<file path="src/rtl/winner_banner.sv">
// winner_banner
// Game-over text layer for the TicTacToe VGA path. It draws a title string
// ("Winner" or "Draw") and, for a decisive game, the winning symbol X or O,
// as magnified 8x16 glyphs fetched from the shared font ROM. The result is
// latched when the game-over screen is requested. The text then blinks for
// BLINK_COUNT on/off cycles of BLINK_FRAMES frames each, and after that it
// is held steady.
//
// Ports
//   clk         system clock
//   reset       asynchronous, active-high reset
//   ce          layer enable; when low, the pipeline and the FSM hold
//   pixel_tick  one-cycle strobe per pixel
//   pix_x       current pixel column (10 bits)
//   pix_y       current pixel row (10 bits)
//   show        level, high while the game-over screen is requested
//   winner      00 none, 01 X, 10 O, 11 draw
//   font_word   font ROM row data, valid one pixel_tick after rom_addr
//   rom_addr    {char_code[6:0], glyph_row[3:0]} to the font ROM
//   text_on     {1'b0, title_on, sym_on}, aligned with text_rgb
//   text_rgb    pixel colour
module winner_banner #(
   parameter int         SCALE_LOG2   = 2,
   parameter int         TITLE_ROW    = 1,
   parameter int         TITLE_COL    = 3,
   parameter int         SYM_ROW      = 3,
   parameter int         SYM_COL      = 7,
   parameter int         BLINK_FRAMES = 30,
   parameter int         BLINK_COUNT  = 3,
   parameter logic [2:0] TITLE_COLOR  = 3'b010,
   parameter logic [2:0] SYM_COLOR    = 3'b111
) (
   input  logic        clk,
   input  logic        reset,
   input  logic        ce,
   input  logic        pixel_tick,
   input  logic [9:0]  pix_x,
   input  logic [9:0]  pix_y,
   input  logic        show,
   input  logic [1:0]  winner,
   input  logic [7:0]  font_word,
   output logic [10:0] rom_addr,
   output logic [2:0]  text_on,
   output logic [2:0]  text_rgb
);

   localparam int FCW = (BLINK_FRAMES > 1) ? $clog2(BLINK_FRAMES) : 1;
   localparam int BCW = (BLINK_COUNT > 0) ? $clog2(BLINK_COUNT + 1) : 1;

   localparam logic [FCW-1:0] FRAME_LAST = FCW'(BLINK_FRAMES - 1);
   localparam logic [BCW-1:0] BLINK_LAST = BCW'(BLINK_COUNT);

   localparam logic [9:0] TITLE_ROW_V = 10'(TITLE_ROW);
   localparam logic [9:0] TITLE_COL_V = 10'(TITLE_COL);
   localparam logic [9:0] TITLE_END_V = 10'(TITLE_COL + 5);
   localparam logic [9:0] SYM_ROW_V   = 10'(SYM_ROW);
   localparam logic [9:0] SYM_COL_V   = 10'(SYM_COL);

   typedef enum logic [1:0] {
      IDLE   = 2'd0,
      BLINK  = 2'd1,
      STEADY = 2'd2
   } state_t;

   state_t         state, state_n;
   logic           phase, phase_n;
   logic [FCW-1:0] frame_cnt, frame_cnt_n;
   logic [BCW-1:0] blink_cnt, blink_cnt_n;
   logic [1:0]     win_q, win_n;

   logic       adv;
   logic       frame_start;
   logic       vis;
   logic [9:0] ccol;
   logic [9:0] crow;
   logic [9:0] title_off;
   logic [3:0] glyph_row;
   logic [2:0] bit_sel;
   logic       in_title;
   logic       in_sym;
   logic [6:0] char_code;

   logic [2:0] bit_sel_q;
   logic       title_hit_q;
   logic       sym_hit_q;
   logic       font_bit;
   logic [2:0] fg_color;

   logic       unused_bits;

   // Character codes of the six title cells. The draw string is padded
   // with code 0x00, which the font ROM renders as a blank cell.
   function automatic logic [6:0] title_char(input logic [2:0] k,
                                             input logic       is_draw);
      logic [6:0] code;
      code = 7'h00;
      if (is_draw) begin
         case (k)
            3'd0:    code = 7'h44;
            3'd1:    code = 7'h72;
            3'd2:    code = 7'h61;
            3'd3:    code = 7'h77;
            default: code = 7'h00;
         endcase
      end else begin
         case (k)
            3'd0:    code = 7'h57;
            3'd1:    code = 7'h69;
            3'd2:    code = 7'h6E;
            3'd3:    code = 7'h6E;
            3'd4:    code = 7'h65;
            3'd5:    code = 7'h72;
            default: code = 7'h00;
         endcase
      end
      return code;
   endfunction

   assign adv         = pixel_tick & ce;
   assign frame_start = adv & (pix_x == 10'd0) & (pix_y == 10'd0);
   assign vis         = ((state == BLINK) & phase) | (state == STEADY);

   // The low pixel bits that sit below the magnification only repeat a glyph
   // bit, and the upper bits of the title offset are already covered by the
   // range compare, so they are folded together here to mark them as unused.
   assign unused_bits = ^{pix_x, pix_y, title_off[9:3]};

   // Work out which character cell the current pixel falls in and which
   // glyph row and column of that character it covers. The title cells take
   // priority over the symbol cell if the two overlap. The symbol is shown
   // only for a decisive latched result.
   always_comb begin
      ccol      = pix_x >> (SCALE_LOG2 + 3);
      crow      = pix_y >> (SCALE_LOG2 + 4);
      glyph_row = pix_y[SCALE_LOG2+3 -: 4];
      bit_sel   = pix_x[SCALE_LOG2+2 -: 3];
      title_off = ccol - TITLE_COL_V;
      in_title  = (crow == TITLE_ROW_V) && (ccol >= TITLE_COL_V) &&
                  (ccol <= TITLE_END_V);
      in_sym    = (crow == SYM_ROW_V) && (ccol == SYM_COL_V) &&
                  (win_q[0] ^ win_q[1]) && !in_title;
      char_code = 7'h00;
      if (in_title) begin
         char_code = title_char(title_off[2:0], win_q == 2'b11);
      end else if (in_sym) begin
         char_code = win_q[0] ? 7'h58 : 7'h4F;
      end
   end

   // Stage 1: present the font ROM address for this pixel. The bit select and
   // the region hits travel alongside it so they line up with the returned
   // font row.
   always_ff @(posedge clk or posedge reset) begin
      if (reset) begin
         rom_addr    <= '0;
         bit_sel_q   <= '0;
         title_hit_q <= 1'b0;
         sym_hit_q   <= 1'b0;
      end else if (adv) begin
         rom_addr    <= {char_code, glyph_row};
         bit_sel_q   <= bit_sel;
         title_hit_q <= in_title;
         sym_hit_q   <= in_sym;
      end
   end

   // Pick the font bit for this pixel. Bit 7 of a font row is the leftmost
   // glyph column. The foreground colour depends on which region was hit.
   always_comb begin
      font_bit = font_word[3'd7 - bit_sel_q];
      fg_color = 3'b000;
      if (title_hit_q) begin
         fg_color = TITLE_COLOR;
      end else if (sym_hit_q) begin
         fg_color = SYM_COLOR;
      end
   end

   // Stage 2: register the layer outputs. While the blink phase hides the
   // text, both outputs are forced to zero, but the pipeline keeps running so
   // that the text reappears cleanly.
   always_ff @(posedge clk or posedge reset) begin
      if (reset) begin
         text_on  <= '0;
         text_rgb <= '0;
      end else if (adv) begin
         text_on  <= vis ? {1'b0, title_hit_q, sym_hit_q} : 3'b000;
         text_rgb <= (vis && font_bit) ? fg_color : 3'b000;
      end
   end

   // FSM state register together with the blink counters and the latched
   // result.
   always_ff @(posedge clk or posedge reset) begin
      if (reset) begin
         state     <= IDLE;
         phase     <= 1'b0;
         frame_cnt <= '0;
         blink_cnt <= '0;
         win_q     <= 2'b00;
      end else begin
         state     <= state_n;
         phase     <= phase_n;
         frame_cnt <= frame_cnt_n;
         blink_cnt <= blink_cnt_n;
         win_q     <= win_n;
      end
   end

   // Next-state logic. Dropping show returns the FSM to IDLE from any state,
   // and this beats every other transition. The result is latched once on
   // entry, so later changes to winner are ignored until the next game over.
   // A blink cycle counts as complete on each off->on phase toggle. Once the
   // last cycle is back in its on phase, the display goes steady and the
   // counters freeze.
   always_comb begin
      state_n     = state;
      phase_n     = phase;
      frame_cnt_n = frame_cnt;
      blink_cnt_n = blink_cnt;
      win_n       = win_q;
      if (adv) begin
         if (!show) begin
            state_n     = IDLE;
            phase_n     = 1'b0;
            frame_cnt_n = '0;
            blink_cnt_n = '0;
            win_n       = 2'b00;
         end else begin
            case (state)
               IDLE: begin
                  if (winner != 2'b00) begin
                     win_n       = winner;
                     phase_n     = 1'b1;
                     frame_cnt_n = '0;
                     blink_cnt_n = '0;
                     state_n     = (BLINK_COUNT == 0) ? STEADY : BLINK;
                  end
               end
               BLINK: begin
                  if ((blink_cnt == BLINK_LAST) && phase) begin
                     state_n = STEADY;
                  end else if (frame_start) begin
                     if (frame_cnt == FRAME_LAST) begin
                        frame_cnt_n = '0;
                        phase_n     = !phase;
                        if (!phase) begin
                           blink_cnt_n = blink_cnt + 1'b1;
                        end
                     end else begin
                        frame_cnt_n = frame_cnt + 1'b1;
                     end
                  end
               end
               STEADY: begin
                  state_n = STEADY;
               end
               default: begin
                  state_n = IDLE;
               end
            endcase
         end
      end
   end

endmodule

</file>
<file path="config.mk">
export PLATFORM = sky130hd
export DESIGN_NAME = winner_banner
export DESIGN_NICKNAME = d
export VERILOG_FILES = /design/src/rtl/winner_banner.sv
export SDC_FILE = /design/constraint.sdc
export NUM_CORES = 1
export LEC_CHECK = 0
export BUFFER_PORTS_ARGS = -buffer_cell sky130_fd_sc_hd__buf_2
export CORE_UTILIZATION = 34
export DETAILED_ROUTE_END_ITERATION = 16
export HOLD_SLACK_MARGIN = 0.06
export MAX_ROUTING_LAYER = met4
export REMOVE_ABC_BUFFERS = 1
export SLEW_MARGIN = 10
export SYNTH_ARGS = -nofsm -noshare
export SYNTH_HDL_FRONTEND = slang
export SYNTH_SLANG_ARGS = --single-unit
</file>
<file path="constraint.sdc">
create_clock -name clk -period 1.69 [get_ports clk]
set_input_delay 0.0845 -clock clk [delete_from_list [all_inputs] [get_ports clk]]
set_output_delay 0.0845 -clock clk [all_outputs]
set_load 0.05 [all_outputs]
</file>
* Word level (Yosys, flattened, before mapping)
Index checks and enable logic that the tools add are counted.
Storage, ports and cells: register bits 34, input port bits 35
Operators by class: add/subtract/negate cells 4, $lt $le $gt $ge 3, equality and inequality tests 22, multiplexer cells 38, bitwise operators 6, reduce and logical (&&, ||, !) cells 20
Operators by type and width (number):
- $pmux 7 s5 | 1
- $mux 5 | 6
- $pmux 7 s4 | 1
- $mux 2 | 13
- $mux 7 | 3
- $logic_not 10->1 | 2
- $ne 3x3->1 const B | 4
- $pmux 5 s2 | 1
- $mux 3 | 3
- $logic_and 1x1->1 | 7
- $reduce_and 7->1 | 1
- $eq 2x2->1 const B | 3
- $eq 3x2->1 const B | 2
- $eq 3x3->1 const B | 2
- $mux 1 | 6
- $ne 3x2->1 const B | 2
- $pmux 2 s3 | 1
- $reduce_and 3->1 | 2
- $reduce_and 6->1 | 1
- $add 5x1->5 const B | 1
- $eq 5x3->1 const B | 1
- $eq 5x5->1 const B | 1
- $ge 5x2->1 const B | 1
- $le 5x4->1 const B | 1
- 22 further kinds | 27

* Logic depth before layout (Yosys ltp)
Gate-level depths: netlist of the first run.
depth after elaboration 7, mapped depth 7

* Least setup slack after synthesis of the first run
OpenSTA, ideal clock, no wires.
path type reg-to-reg, start reg state[0], end reg frame_cnt[3], arrival 1.657 ns, required time 1.603 ns, path slack -0.054 ns, cell stages (with the launch flop) 7, path buffers 0, period minus slack after synthesis 1.744 ns, cell sequence dfrtp_1 > inv_1 > ha_1 > and4bb_4 > nand3b_4 > or4_1 > o211ai_1
Between the ends: cells in the longest elaborated chain, start to end 3, elaborated cells on any way between the ends 9, classes of those cells 5 x eq/ne; 2 x mux; 2 x reduce/logical
Ends and longest elaborated chain:
- from (decl) | RTL line 65 | state_t state, state_n;
- from (signal assigned) | RTL line 202 | state <= state_n;
- $eq 2x1->1 or $logic_not 2->1 (tied branches) | RTL line 230 | case (state)
- $ne 3x3->1 (no line), or another cell as far along
- $reduce_and 5->1 (no line) or $mux 5 (tied branches)
- to (signal assigned) | RTL line 204 | frame_cnt <= frame_cnt_n;
- to (decl) | RTL line 67 | logic [FCW-1:0] frame_cnt, frame_cnt_n;
Several ways; a longest one is shown, not always the timed one. A chain may end at the register's enable or synchronous reset.

* Worst setup path after layout of the first run
Ends and elaborated chain as after synthesis.

==> results.json, run 1 <==
{
  "vias_per_cell": 5.31,
  "finalCriticalPeriod_ps": 1730,
  "seq_area_sq_um": 802,
  "cts_tree": "built",
  "crit_path_top_delay_cell": "or4_1",
  "final_cell_mix": "50 x buf_2, 31 x dfrtp_1, 30 x buf_4",
  "yosysTopAreaCell": "dfrtp_1",
  "endpoint_kind": "flip-flop",
  "final_common_cell": "buf_2",
  "dr.pass1.iters": 4,
  "netSwitchingFraction_pct": 33.8,
  "wl_met1_mm": 2.17,
  "grt_pass1_vias": 1881,
  "violations": "negative setup slack",
  "synthToLayoutAreaGrowth_pct": 35.8,
  "hold_depth": 2,
  "power_density_nw_per_um2": 980,
  "fillers": 553,
  "critPathTopFamily": "simple AND/OR/NAND/NOR gates",
  "num_io_pins": 52,
  "cts_sinks": 32,
  "yosysTopAreaCellShare_pct": 38.5,
  "yosys_warnings": 0,
  "fin_setup_tns_ps": -84.2,
  "final_hold_viol_count": 0,
  "period_share_pct": 102,
  "drive_gt1_share_pct": 42.4,
  "rsz0062_at_grt": "yes",
  "async_flop_share_pct": 100,
  "vias": 1902,
  "routedWlPerCell_um": 14.5,
  "routabilityCongestion": 0.867,
  "port_buffers": 50,
  "maxCapViolations": 0,
  "crit_type": "flip-flop to flip-flop",
  "routed_wl_mm": 5.18,
  "layoutNonFillerInstCount": 358,
  "finalPower_uw": 2770,
  "cts_buffers": 5,
  "final_util_pct": 47.7,
  "irDropWorstVdd_v": 0.000475,
  "synth_edf_count": 0,
  "coreArea_sq_um": 5920,
  "fin_ws_ps": -35.3,
  "place.detailed.hpwl_mm": 3.97,
  "overflow": 0,
  "seq_power_share_pct": 34.5,
  "drv_slew": 0,
  "syn_area_sq_um": 2080,
  "num_rows": 28,
  "cpPeakStageDelay_ps": 440,
  "dieArea_sq_um": 6440,
  "cp.buffers_inverters": 1,
  "path_max_fanout": 6,
  "rr_worst_depth": 6,
  "synth_seq_area_share_pct": 38.5,
  "dpl_worst_slack_ps": -105,
  "cp.depth": 6,
  "internal-power_uw": 1830,
  "setup_violations": 3,
  "clkPwrFrac_pct": 27.1,
  "dpl.cell_count": 344,
  "clock_latency_ps": 290,
  "die_h_um": 80.2,
  "cts_root_buf": "clkbuf_8",
  "grt_pass1_wl_mm": 8.62,
  "ys_ff_latch": 32,
  "antenna_left": 0,
  "cts.clk_slew.worst_paths_ps": 80,
  "die_x_um": 80.2,
  "antenna_found_initial": 0,
  "leakage_uw": 0.00137,
  "hold_class": "input pin to flip-flop",
  "drc": 0,
  "path_cells": "inv_2, ha_4, and4bb_4, nand3b_4, or4_1, o211ai_1",
  "synthCells": 199,
  "cts_buffer_depth": 2,
  "track_usage_pct": 17.9,
  "fin_worst_skew_ps": 10.5,
  "highest_layer": "met4",
  "routed-wl-met2_mm": 2.64,
  "multiInputGateArea_sq_um": 1260,
  "insertedDiodeCount": 0,
  "synth.area.top_cells": "dfrtp_1 38%, ha_1 8.4%, mux2_2 3.8%, nand2_1 2.9%, a22o_1 2.5%",
  "synth.distinct_cells": 59,
  "switchingPower_uw": 936,
  "synth_ff_type": "dfrtp_1",
  "drt_iter0_drc": 73,
  "grt_max_degree": 33,
  "cp.arrival_ps": 1930,
  "synth.avg_cell_area_sq_um": 10.5,
  "nNetsFinal": 332,
  "clock.fmax_ghz": 0.580,
  "htreeDepth": 2,
  "outcome": "finished, violations left",
  "p_comb_share_pct": 38.4,
  "initial_core_util_pct": 35.1,
  "required_ps": 1890,
  "wl_met3_um": 295,
  "worstSetupStartpointType": "flip-flop"
}
-- sequential cells by signal (all words and copies together), names as in the netlist, 2 cells and up --
| name | flops |
|---|---|
| text_on | 2 |
| text_rgb | 2 |
| frame_cnt | 5 |
| win_q | 2 |
| state | 2 |
| rom_addr | 11 |
| blink_cnt | 2 |
| bit_sel_q | 3 |
-- final timing paths --
path | startpoint | slack (ps) | to
max in group asynchronous | reset | 940 | state[0]
worst max register to register | state[0] | -40 | frame_cnt[3]
min in group asynchronous | reset | 420 | rom_addr[10]
worst max-delay path | state[0] | -40 | frame_cnt[3]
worst min-delay path | pix_x[4] | 70 | bit_sel_q[2]
worst min register to register | text_on[0] | 480 | text_on[0]
-- metrics by stage --
stage | cell area, sq um | hold WS, ps
after floorplan | 2040 | 201
after global placement | 2590 | 196
after detailed placement | 2590 | 203
after CTS | 2770 | 68.9
after global routing | 2830 | 76.3
final | 2830 | 73.1
-- synth_stat cells, types with 3 or more instances --
cell / number
nand3_1: 4
buf_2: 3
a21o_1: 4
o21ai_0: 7
nor2_1: 8
o211ai_1: 6
mux2_2: 7
and3_1: 5
a211o_1: 3
nor3_1: 4
ha_1: 14
dfrtp_1: 32
nand2_1: 16
inv_1: 12
a221o_1: 5
a31oi_1: 3
a22o_1: 6
o31ai_1: 3
a21oi_1: 6
-- area by class of cell --
class / instances / share of cell area, %
multi-input combinational: 147 / 44.5
sequential: 32 / 28.4
timing repair buffer: 84 / 18.2
tap: 75 / 3.32
clock buffer: 5 / 2.43
inverter: 12 / 1.59
clock inverter: 3 / 1.51
-- layer usage --
layer  global-route usage, %  up-vias
li1                        -      913
met1                    20.2      927
met2                    31.4       55
met3                    4.66        7
met4                    5.00        0
met5                       -        -
-- power by group through the flow --
| stage | Clock [uW] | Sequential (uW) | Combinational [uW] |
|---|---|---|---|
| floorplan | 0 | 1020 | 496 |
| global placement | 0 | 957 | 955 |
| detailed placement | 0 | 962 | 972 |
| CTS | 776 | 950 | 1000 |
| global route | 812 | 973 | 1180 |
| finish | 751 | 956 | 1060 |
-- worst register-to-register path, delay by kind of cell (launching register included) --
family | cells | cell delay, ps
AO/OA/AOI/OAI | 1 | 170
adder cells (fa/ha/maj) | 1 | 160
buffers and inverters | 1 | 70
flip-flops | 1 | 410
AND/OR/NAND/NOR | 3 | 830
-- cell families after synthesis --
group           Yosys count  share of synthesized area [%]
compound gates           56                           20.3
fa+ha+maj                15                           9.38
buf+inv                  20                           4.15
flops                    32                           38.5
mux                      12                           7.52
other cells               1                          0.180
simple gates             63                           20.0
-- what timing repair did --
item	CTS	global route
buffers inserted	1	1
gates resized for setup	5	12
gates cloned	0	0
endpoints found under the setup margin	6	13
hold buffers	4	0
pin swaps	3	1
endpoints found under the hold margin	35	0
Note: power is estimated with default switching activity, not from simulation.
==> run 2: changes to the inputs <==
--- a/config.mk
+++ b/config.mk
@@ -7,10 +7,12 @@
 export LEC_CHECK = 0
 export BUFFER_PORTS_ARGS = -buffer_cell sky130_fd_sc_hd__buf_2
 export CORE_UTILIZATION = 34
+export CTS_BUF_LIST = sky130_fd_sc_hd__clkbuf_4
 export DETAILED_ROUTE_END_ITERATION = 16
 export HOLD_SLACK_MARGIN = 0.06
 export MAX_ROUTING_LAYER = met4
 export REMOVE_ABC_BUFFERS = 1
+export SETUP_SLACK_MARGIN = 0.05
 export SLEW_MARGIN = 10
 export SYNTH_ARGS = -nofsm -noshare
 export SYNTH_HDL_FRONTEND = slang
==> run 2 against run 1 <==
- the run still ends with negative setup slack left
- flip-flop and latch count unchanged
- utilization increased by 0.97 points
- sequential power about the same
- combinational power about the same
- via count increased by 0.79%
- critical path type unchanged
- largest cell class unchanged
==> results.json, run 2 (synthesis gave the netlist of run 1 again) <==
{
  "cts_root_buf": "clkbuf_4",
  "routedWlPerCell_um": 14.5,
  "htreeDepth": 2,
  "cts.clk_slew.worst_paths_ps": 120,
  "maxCapViolations": 0,
  "required_ps": 1950,
  "drive_gt1_share_pct": 43.3,
  "layoutNonFillerInstCount": 364,
  "grt_use_met2_pct": 32.1,
  "fin_worst_skew_ps": 15.1,
  "die_x_um": 80.2,
  "cts_tree": "built",
  "irDropWorstVdd_v": 0.000375,
  "initial_core_util_pct": 35.1,
  "insertedDiodeCount": 0,
  "dr.pass1.iters": 5,
  "power_density_nw_per_um2": 918,
  "largest-register": "rom_addr",
  "num_io_pins": 52,
  "antenna_found_initial": 0,
  "num_rows": 28,
  "finalPower_uw": 2650,
  "antenna_left": 0,
  "vias_per_cell": 5.27,
  "grt_busiest_layer": "met2",
  "fin_ws_ps": -34.5,
  "place.detailed.hpwl_mm": 3.97,
  "violations": "negative setup slack",
  "grt_max_degree": 33,
  "hold_class": "input pin to flip-flop",
  "crit_type": "flip-flop to flip-flop",
  "fin_hold_ws_ps": 157,
  "path_max_fanout": 6,
  "clock.fmax_ghz": 0.580,
  "period_share_pct": 102,
  "dieArea_sq_um": 6440,
  "die_h_um": 80.2,
  "setup_violations": 5,
  "final_hold_viol_count": 0,
  "cts_buffers": 5,
  "routed_wl_mm": 5.29,
  "grt_pass1_wl_mm": 8.72,
  "final_cell_mix": "50 x buf_2, 32 x dfrtp_1, 29 x buf_4",
  "clock_latency_ps": 340,
  "grt_pass1_vias": 1919,
  "dpl.cell_count": 344,
  "outcome": "finished, violations left",
  "nNetsFinal": 338,
  "grt_use_met1_pct": 20.4,
  "rsz0062_at_grt": "yes",
  "cts_buffer_depth": 2,
  "drc": 0,
  "endpoint_kind": "flip-flop",
  "port_buffers": 50,
  "vias": 1917,
  "drt_iter0_drc": 71,
  "worstSetupStartpointType": "flip-flop",
  "use_met3_pct": 3.07,
  "coreArea_sq_um": 5920,
  "routabilityCongestion": 0.867,
  "drv_slew": 0,
  "track_usage_pct": 18.1,
  "overflow": 0,
  "finalCriticalPeriod_ps": 1720,
  "largest_reg_flops": 11,
  "synthToLayoutAreaGrowth_pct": 38.6,
  "cp.arrival_ps": 1980,
  "leakage_uw": 0.00142,
  "final_common_cell": "buf_2",
  "reg_top3": "rom_addr (11), frame_cnt (5), bit_sel_q (3)",
  "cts_sinks": 32
}
[run 2: changes by cell type in the layout (fill, tap and decap cells not counted), moves of 2 or more]
cell and change:
clkbuf_8 -5, mux2_4 -2, ha_2 +2, mux2_1 +2, clkbuf_4 +5, dlygate4sd3_1 +6
[run 2: metrics by stage]
step	area, sq um	setup slack [ps]	setup TNS (ps)	utilization (%)
4_1_cts	2820	-14.8	-24.9	47.6
3_3_place_gp	2590	-25.5	-63.2	43.8
5_1_grt	2880	-117	-622	48.7
3_5_place_dp	2590	-105	-426	43.8
6_report	2880	-34.5	-71.8	48.7
2_1_floorplan	2040	-55.5	-130	-
[run 2: final cells by class]
class | count | area [sq um]
fill | 554 | 3040
multi-input combinational | 147 | 1280
sequential | 32 | 801
timing repair buffer | 90 | 579
tap | 75 | 93.8
inverter | 12 | 45.0
clock inverter | 3 | 42.5
clock buffer | 5 | 37.5
[run 2: critical path, stage by stage, from the launching register on]
cell and delay (ps):
dfrtp_1 410, inv_2 70, ha_4 160, and4bb_4 200, nand3b_4 190, or4_4 430
o211ai_1 160
[run 2: where the power goes]
| part | switching (uW) | total, uW | leakage [uW] | internal, uW |
|---|---|---|---|---|
| clock network | 298 | 607 | 0.0000412 | 308 |
| registers | 84.6 | 953 | 0.000424 | 868 |
| logic | 544 | 1090 | 0.000957 | 544 |
[run 2: metal layers]
layer	vias to the layer above	share of wire (%)	wire (um)
li1	930	-	-
met1	926	42	2250
met2	55	51	2720
met3	6	4.5	236
met4	0	1.6	85
met5	-	0	0
[run 2: worst paths after layout]
check / from / endpoint / slack (ps) / cells after the start
max: state[0] / frame_cnt[3] / -30 / 6
min: winner[0] / win_q[0] / 160 / 3
max reg2reg: state[0] / frame_cnt[3] / -30 / 6
min reg2reg: text_on[0] / text_on[0] / 480 / 2
max in group asynchronous: reset / rom_addr[2] / 1010 / 4
min in group asynchronous: reset / rom_addr[4] / 360 / 4
[run 2: repair_timing]
item,in CTS,in global routing
hold buffers,10,0
endpoints found under the hold margin,41,0
gates resized for setup,11,13
pin swaps,4,6
setup endpoints to repair,12,12
setup buffers,1,2
==> run 3: changes to the inputs <==
--- a/config.mk
+++ b/config.mk
@@ -5,6 +5,7 @@
 export SDC_FILE = /design/constraint.sdc
 export NUM_CORES = 1
 export LEC_CHECK = 0
+export ABC_AREA = 1
 export BUFFER_PORTS_ARGS = -buffer_cell sky130_fd_sc_hd__buf_2
 export CORE_UTILIZATION = 34
 export CTS_BUF_LIST = sky130_fd_sc_hd__clkbuf_4
==> run 3 against run 2 <==
- the flow now finishes without violations
- synthesized cell count grew 39%
- wire length shrank 13%
- critical path depth is the same
- flip-flop and latch count is the same
- sequential share of layout area grew 3.4 points
- clock power shrank 30%
- register-to-register slack gained 200 ps
- area after synthesis shrank 0.60%
- clock skew shrank 9.7 ps
- total power shrank 24%
- final cell count grew 14%
- critical path type unchanged
==> results.json, run 3 <==
{
  "outcome": "completed",
  "cts.clk_slew.worst_paths_ps": 100,
  "synthCells": 276,
  "final_util_pct": 43.6,
  "clock_latency_ps": 340,
  "cts_buffer_depth": 2,
  "finalPower_uw": 2020,
  "fin_worst_skew_ps": 5.38,
  "cts_tree": "built",
  "period_share_pct": 90.3,
  "endpoint_kind": "flip-flop",
  "final_common_cell": "nand2_1",
  "path_cells": "ha_1, buf_4, a21oi_1, inv_1, o211ai_1, o21ai_0",
  "die_h_um": 80.0,
  "fin_area_sq_um": 2570,
  "synth_top_cells_by_count": "75 x nand2_1, 32 x dfrtp_1, 32 x nor2_1, 30 x inv_1, 21 x o21ai_0",
  "drv_slew": 0,
  "rsz0062_at_grt": "no",
  "clock.fmax_ghz": 0.655,
  "synth.area.top_cells": "dfrtp_1 39%, nand2_1 14%, ha_1 8.5%, nor2_1 5.8%, inv_1 5.4%",
  "num_rows": 28,
  "overflow": 0,
  "synthToLayoutAreaGrowth_pct": 24.1,
  "setup_violations": 0,
  "antenna_left": 0,
  "synth.avg_cell_area_sq_um": 7.49,
  "synth_ff_type": "dfrtp_1",
  "initial_core_util_pct": 35.1,
  "drc": 0,
  "antenna_found_initial": 0,
  "routed_wl_mm": 4.60,
  "power_density_nw_per_um2": 787,
  "syn_area_sq_um": 2070,
  "cp.arrival_ps": 1750,
  "irDropWorstVdd_v": 0.000255,
  "synth_edf_count": 0,
  "final_cell_mix": "74 x nand2_1, 50 x buf_2, 32 x dfrtp_1",
  "vias": 1958,
  "grt_pass1_vias": 1739,
  "yosys_warnings": 0,
  "cts_setup_buffers": 0,
  "ff2ff_setup_slack_ps": 160,
  "yosysTopAreaCell": "dfrtp_1",
  "grt_max_degree": 33,
  "drive_gt1_share_pct": 23.5,
  "track_usage_pct": 16.2,
  "reg_top3": "rom_addr (11), frame_cnt (5), bit_sel_q (3)",
  "cpPeakStageDelay_ps": 410,
  "yosysTopAreaCellShare_pct": 38.7,
  "routabilityCongestion": 0.891,
  "htreeDepth": 2,
  "port_buffers": 50,
  "cts_root_buf": "clkbuf_4",
  "hold_class": "input pin to flip-flop",
  "synth.distinct_cells": 28,
  "largest-register": "rom_addr",
  "largest_reg_flops": 11,
  "finalCriticalPeriod_ps": 1530,
  "leakage_uw": 0.00137,
  "place.detailed.hpwl_mm": 3.55,
  "die_x_um": 80.0,
  "placed_cell_area_sq_um": 2410,
  "fin_setup_tns_ps": 0,
  "nNetsFinal": 391,
  "cts_sinks": 32,
  "worstSetupStartpointType": "flip-flop",
  "path_max_fanout": 6,
  "async_flop_share_pct": 100,
  "dieArea_sq_um": 6400,
  "drt_iter0_drc": 124,
  "num_io_pins": 52,
  "routedWlPerCell_um": 11.0,
  "ys_ff_latch": 32,
  "insertedDiodeCount": 0,
  "coreArea_sq_um": 5890,
  "yosysMostFrequentCell": "nand2_1",
  "maxCapViolations": 0,
  "dr.pass1.iters": 5,
  "required_ps": 1910,
  "grt_pass1_wl_mm": 7.79,
  "synth_seq_area_share_pct": 38.7,
  "cts_buffers": 5,
  "vias_per_cell": 4.71,
  "final_hold_viol_count": 0,
  "crit_type": "flip-flop to flip-flop",
  "crit_path_top_delay_cell": "dfrtp_1"
}
run 3: cell types whose count changed after synthesis, sizes merged, moves of 6 or more:
cell,change
nand2,+61
nor2,+29
inv,+19
o21ai,+18
nand3,+11
mux2,-9
a22o,-6
run 3: path summary, 6_finish.rpt:
check	startpoint	cells after the start	endpoint
min in group asynchronous	reset	4	frame_cnt[4]
worst min-delay path	show	3	win_q[1]
max in group asynchronous	reset	4	rom_addr[6]
worst min register to register	rom_addr[9]	2	rom_addr[9]
worst max register to register	state[0]	6	text_rgb[1]
worst max-delay path	state[0]	6	text_rgb[1]
run 3: per-stage QoR:
step	hold WS, ps	setup slack, ps	instances
2_1_floorplan	194	278	268
3_3_place_gp	195	109	399
3_5_place_dp	198	68.9	399
4_1_cts	80.9	137	416
5_1_grt	111	53.9	416
6_report	96.0	164	416
run 3: power by group:
part | internal [uW] | total, uW | switching, uW
Sequential | 855 | 934 | 79.0
Combinational | 235 | 660 | 425
Clock | 169 | 427 | 258
Total | 1260 | 2020 | 762
run 3: cells by family after synthesis:
family                   share of synthesized area (%)
adder cells (fa/ha/maj)                           9.44
AND/OR/NAND/NOR                                   29.7
flip-flops                                        38.7
buffers and inverters                             7.86
other                                            0.181
XOR/XNOR                                         0.847
AO/OA/AOI/OAI                                     13.2
run 3: timing repair:
| item | CTS | global route |
|---|---|---|
| hold buffers | 10 | 0 |
| setup endpoints to repair | 0 | 4 |
| gates resized for setup | 0 | 4 |
| endpoints found under the hold margin | 41 | 0 |
run 3: layer usage:
layer  share of wire [%]  global-route usage (%)
met2                  46                    25.4
met1                  48                    20.8
met4                 1.9                    6.43
met5                   0                       -
met3                 3.9                    2.74
run 3: critical path: cells and delay by family (launching register included):
kind	cells	cell delay, ps
DFF	1	410
buffers and inverters	2	270
AOI/OAI and AO/OA	3	490
adders and majority gates	1	250
run 3: area by class of cell:
type,count,area (sq um)
fill,620,3320
multi-input combinational,205,1110
sequential,32,801
timing repair buffer,66,395
inverter,31,116
tap,75,93.8
clock buffer,6,45.0
clock inverter,1,5.00
